File: src/rtl/hazard_controller.sv
// rtl/hazard_controller.sv - five-stage pipeline hazard, forwarding and multi-cycle execute sequencing
module hazard_controller #(
  parameter int MC_CYCLES = 4
) (
  input  logic       i_clk,
  input  logic       i_reset,
  input  logic [4:0] i_rs_d,
  input  logic [4:0] i_rt_d,
  input  logic [4:0] i_rs_e,
  input  logic [4:0] i_rt_e,
  input  logic [4:0] i_writereg_e,
  input  logic [4:0] i_writereg_m,
  input  logic [4:0] i_writereg_w,
  input  logic       i_regwrite_e,
  input  logic       i_regwrite_m,
  input  logic       i_regwrite_w,
  input  logic       i_memtoreg_e,
  input  logic       i_memtoreg_m,
  input  logic       i_branch_d,
  input  logic       i_jump_taken_d,
  input  logic       i_mc_start_e,
  output logic       o_stall_f,
  output logic       o_stall_d,
  output logic       o_stall_e,
  output logic       o_flush_d,
  output logic       o_flush_e,
  output logic       o_flush_m,
  output logic [1:0] o_forward_ae,
  output logic [1:0] o_forward_be,
  output logic       o_forward_ad,
  output logic       o_forward_bd,
  output logic       o_mc_busy
);

  typedef enum logic {RUN = 1'b0, MC_BUSY = 1'b1} state_t;

  localparam logic [3:0] CNT_LOAD = 4'(MC_CYCLES - 2);

  state_t     r_state;
  logic [3:0] r_cnt;

  logic w_lwstall;
  logic w_brstall;
  logic w_mcstall;
  logic w_stall_d;
  logic w_fwd_a_m, w_fwd_a_w, w_fwd_b_m, w_fwd_b_w;
  logic w_dep_e, w_dep_m;

  // Register 0 is hard-wired zero, so it never takes a forwarded value
  assign w_fwd_a_m = (i_rs_e != 5'd0) && i_regwrite_m && (i_writereg_m == i_rs_e);
  assign w_fwd_a_w = (i_rs_e != 5'd0) && i_regwrite_w && (i_writereg_w == i_rs_e);
  assign w_fwd_b_m = (i_rt_e != 5'd0) && i_regwrite_m && (i_writereg_m == i_rt_e);
  assign w_fwd_b_w = (i_rt_e != 5'd0) && i_regwrite_w && (i_writereg_w == i_rt_e);

  assign o_forward_ae = w_fwd_a_m ? 2'b10 : (w_fwd_a_w ? 2'b01 : 2'b00);
  assign o_forward_be = w_fwd_b_m ? 2'b10 : (w_fwd_b_w ? 2'b01 : 2'b00);

  assign o_forward_ad = (i_rs_d != 5'd0) && i_regwrite_m && (i_writereg_m == i_rs_d);
  assign o_forward_bd = (i_rt_d != 5'd0) && i_regwrite_m && (i_writereg_m == i_rt_d);

  assign w_lwstall = i_memtoreg_e && ((i_rs_d == i_writereg_e) || (i_rt_d == i_writereg_e));

  assign w_dep_e   = i_regwrite_e && ((i_writereg_e == i_rs_d) || (i_writereg_e == i_rt_d));
  assign w_dep_m   = i_memtoreg_m && ((i_writereg_m == i_rs_d) || (i_writereg_m == i_rt_d));
  assign w_brstall = i_branch_d && (w_dep_e || w_dep_m);

  // Reset empties the pipeline, so no multi-cycle hold survives it even if mc_start_e is still high
  assign w_mcstall = i_reset && ((r_state == RUN) ? i_mc_start_e : (r_cnt != 4'd0));

  assign w_stall_d = w_lwstall | w_brstall | w_mcstall;

  assign o_stall_f = w_stall_d;
  assign o_stall_d = w_stall_d;
  assign o_stall_e = w_mcstall;
  assign o_flush_m = w_mcstall;
  assign o_flush_e = (w_lwstall | w_brstall) & ~w_mcstall;
  assign o_flush_d = i_jump_taken_d & ~w_stall_d;
  assign o_mc_busy = (r_state == MC_BUSY);

  always_ff @(posedge i_clk or negedge i_reset) begin
    if (!i_reset) begin
      r_state <= RUN;
      r_cnt   <= 4'd0;
    end else begin
      case (r_state)
        RUN: begin
          if (i_mc_start_e) begin
            r_state <= MC_BUSY;
            r_cnt   <= CNT_LOAD;
          end
        end
        MC_BUSY: begin
          // mc_start_e is still asserted by the held instruction and is ignored here
          if (r_cnt != 4'd0) begin
            r_cnt <= r_cnt - 4'd1;
          end else begin
            r_state <= RUN;
          end
        end
        default: begin
          r_state <= RUN;
          r_cnt   <= 4'd0;
        end
      endcase
    end
  end

endmodule

File: config.mk
export PLATFORM = sky130hd
export DESIGN_NAME = hazard_controller
export DESIGN_NICKNAME = d
export VERILOG_FILES = /design/src/rtl/hazard_controller.sv
export SDC_FILE = /design/constraint.sdc
export NUM_CORES = 1
export LEC_CHECK = 0
export ABC_AREA = 0
export CAP_MARGIN = 5
export CORE_ASPECT_RATIO = 1.5
export CORE_MARGIN = 2
export CORE_UTILIZATION = 36
export DETAILED_ROUTE_END_ITERATION = 7
export PLACE_DENSITY = 0.89
export SLEW_MARGIN = 20
export SYNTH_ARGS = -nofsm -noshare
export SYNTH_HDL_FRONTEND = slang
export SYNTH_SLANG_ARGS = --single-unit
File: constraint.sdc
create_clock -name i_clk -period 1.7 [get_ports i_clk]
set_clock_uncertainty 0.05 [all_clocks]
set_input_delay 0.34 -clock i_clk [delete_from_list [all_inputs] [get_ports i_clk]]
set_output_delay 0.34 -clock i_clk [all_outputs]
set_load 0.05 [all_outputs]
==> impl_metrics.py <==
metrics = {
    "outcome": {
        "outcome": "finished with violations",
        "violations": "setup timing",
    },
    "drt": {
        "first_pass_iters": 4,
        "via_count": 1245,
        "wl_um": 4420,
        "drtIter0Drc": 11,
        "wl_per_cell_um": 19.3,
        "ant_nets": 0,
        "viasPerCell": 5.44,
        "drc": 0,
    },
    "grt": {
        "grt-ovfl-total": 0,
        "grt_pass1_vias": 1442,
        "track_usage_pct": 31.2,
        "grt_pass1_wl_um": 6440,
        "grt_max_degree": 7,
        "grt_antenna_before_repair": 0,
    },
    "synth": {
        "syn-cell-area_um2": 908,
        "synth.most_common_cell": "xor2_1",
        "yosysUniqueCellTypes": 28,
        "synth_edf_count": 0,
        "synth_warnings": 0,
        "ys.flop_type": "dfrtp_1",
        "synth_common_cells": "24 x xor2_1, 18 x xnor2_1, 8 x nand2_1",
        "async_flop_share_pct": 100,
        "avgSynthCellArea_um2": 8.26,
        "synth_top_cell_by_area": "xor2_1",
        "synth.top_cell.area_share_pct": 23.1,
        "synth.area.top_cells": "xor2_1 23%, xnor2_1 17%, dfrtp_1 14%, nor4_2 5.5%, nand4_1 4.8%",
        "syn-num-nets": 157,
        "ys_seq_area_share_pct": 13.8,
        "ys_ff_latch": 5,
        "syn_inst": 110,
    },
    "setup_path": {
        "r2r-start": "r_cnt[0]",
        "r2r_end": "r_cnt[0]",
        "crit_arrival_ns": 1.67,
        "r2r_cells": 6,
        "required_ns": 1.31,
        "cp_slowest_stage_delay_ns": 0.30,
        "cp_slowest_cell": "nor3_2",
        "rrSetupSlack_ns": 0.15,
        "worstSetupPathType": "input port to primary output",
        "path_delay_family": "simple AND/OR/NAND/NOR gates",
        "end_kind": "primary output",
        "worst-path-buf-inv": 3,
        "cp-start-kind": "input port",
        "cp_max_fo": 3,
        "crit_top_cell": "nand4_1",
        "worstPathCellList": "buf_8 -> xor2_2 -> nor3_2 -> nand4_1 -> nand4_1 -> buf_6 -> buf_12",
    },
    "job": {
        "maxCapViolCount": 0,
    },
    "die": {
        "die_x_um": 45.0,
        "core_region_area_um2": 2420,
        "rows": 22,
        "die_h_um": 65.5,
        "io_pins": 58,
        "start_util_pct": 37.5,
        "die-area_um2": 2950,
    },
    "layout": {
        "diodes": 0,
        "area_growth_pct": 136,
        "post-route-util_pct": 88.4,
        "final_area_um2": 2140,
        "drive_above_1_share_pct": 61.0,
        "final_nets": 253,
    },
    "placement": {
        "port_buffers": 57,
        "dp_hpwl_um": 3100,
        "pre_cts_ws_ns": -0.707,
        "routabilityCongestion": 0.799,
        "placed_area_um2": 1850,
    },
    "clock_tree": {
        "cts_tree": "done",
        "cts-root-buf": "clkbuf_4",
        "cts_max_level": 1,
        "cts.sinks": 5,
        "cts.clk_slew.worst_paths_ns": 0.04,
        "clock_latency_ns": 0.24,
        "cts_max_path_buffers": 2,
        "cts_made_buffers": 3,
    },
    "timing": {
        "tightest_slew_ns": 0.305,
        "fin_ws_ns": -0.358,
        "relSlewSlack_pct": 79.5,
        "hold_viol_final": 0,
        "setup_violations": 12,
        "slew_violations": 0,
        "fmax_mhz": 486,
        "min_period_ns": 2.06,
        "min_period_over_period_pct": 121,
        "rsz0062_at_grt": "yes",
    },
    "power_and_ir_drop": {
        "p_per_area_nw_per_um2": 735,
        "total_power_mw": 1.57,
        "peakVddDrop_uv": 936,
        "leakagePower_nw": 0.920,
    },
    "hold_path": {
        "hp-class": "input port to asynchronous set/reset pin",
    },
}
-- stage by stage --
| stage | TNS, ns | cells | hold WS [ns] |
|---|---|---|---|
| floorplan | -1.79 | 110 | -0.00559 |
| global placement | -6.01 | 217 | 0.508 |
| detailed placement | -6.74 | 217 | 0.533 |
| CTS | -2.42 | 227 | 0.375 |
| global route | -3.24 | 229 | 0.388 |
| finish | -2.69 | 229 | 0.387 |
-- metal layers --
layer | wire, um | track usage, % | vias up | share of wire, %
met2 | 2670 | 62.0 | 64 | 60
met1 | 1200 | 22.6 | 585 | 27
met4 | 264 | 25.7 | 0 | 6.0
met5 | 0 | 0 | - | 0
li1 | - | - | 572 | -
met3 | 279 | 5.49 | 24 | 6.3
-- layout by cell type (no fill, tap or decap), types with 3 or more instances in the layout --
| cell | netlist | layout |
|---|---|---|
| buf_2 | 0 | 11 |
| clkdlybuf4s15_1 | 0 | 4 |
| nand2_1 | 8 | 8 |
| buf_12 | 0 | 11 |
| clkdlybuf4s50_1 | 0 | 4 |
| xnor2_2 | 0 | 6 |
| xor2_2 | 0 | 4 |
| buf_4 | 4 | 26 |
| dlygate4sd2_1 | 0 | 7 |
| buf_6 | 0 | 24 |
| buf_8 | 0 | 5 |
| nor2_2 | 0 | 4 |
| clkbuf_4 | 0 | 3 |
| or4_4 | 2 | 4 |
| nor4_4 | 0 | 4 |
| nand4_1 | 7 | 7 |
| xnor2_1 | 18 | 12 |
| xor2_1 | 24 | 19 |
| dfrtp_1 | 5 | 4 |
-- state kept, by name, indices dropped and copies added (netlist names) --
signal and count:
r_cnt 4, o_mc_busy 1
-- cell families after synthesis --
| family | synth area share [%] |
|---|---|
| and+or+nand+nor | 32.8 |
| xor gates and xnor gates | 40.5 |
| adders and majority gates | 2.75 |
| DFF | 13.8 |
| buffers and inverters | 4.96 |
| AOI/OAI and AO/OA | 5.23 |
-- cell type report --
cell class,instances,area (um^2)
repair buffers,95,985
fillers,105,282
flip-flops and latches,5,126
inverters,4,17.5
multi-input cells,97,956
well taps,24,30.0
clock buffers,4,26.3
-- worst max-delay path by stage --
| stage | from | end | slack (ns) | cells past startpoint |
|---|---|---|---|---|
| floorplan | o_mc_busy | o_stall_f | -0.45 | 4 |
| global placement | i_rs_e[1] | o_forward_ae[0] | -0.64 | 6 |
| detailed placement | i_writereg_m[0] | o_stall_f | -0.71 | 7 |
| CTS | i_rt_e[3] | o_forward_be[0] | -0.37 | 6 |
| global route | r_cnt[1] | o_flush_d | -0.39 | 7 |
| finish | i_rt_d[0] | o_stall_f | -0.36 | 7 |
-- worst register-to-register path, cell delays in order, from the launching register on --
cell and delay [ns]:
dfrtp_1 0.38, inv_2 0.08, ha_4 0.13, or3b_2 0.45
nand2_1 0.18, nand3_1 0.10, o21ai_0 0.09
-- report_power, final --
part	total, mW	switching, mW	internal, mW
Clock	0.134	0.0452	0.0885
Combinational	1.20	0.597	0.607
Sequential	0.236	0.0572	0.179
Total	1.57	0.699	0.875
-- timing repair --
action                                  in CTS  in global routing
buffers inserted                             6                  2
hold buffers                                 0                  0
gates resized for setup                    190                 16
pin swaps                                   39                 15
gates cloned                                 0                  0
endpoints found under the setup margin      12                 12
No activity file was read; power rests on OpenSTA's default activity.
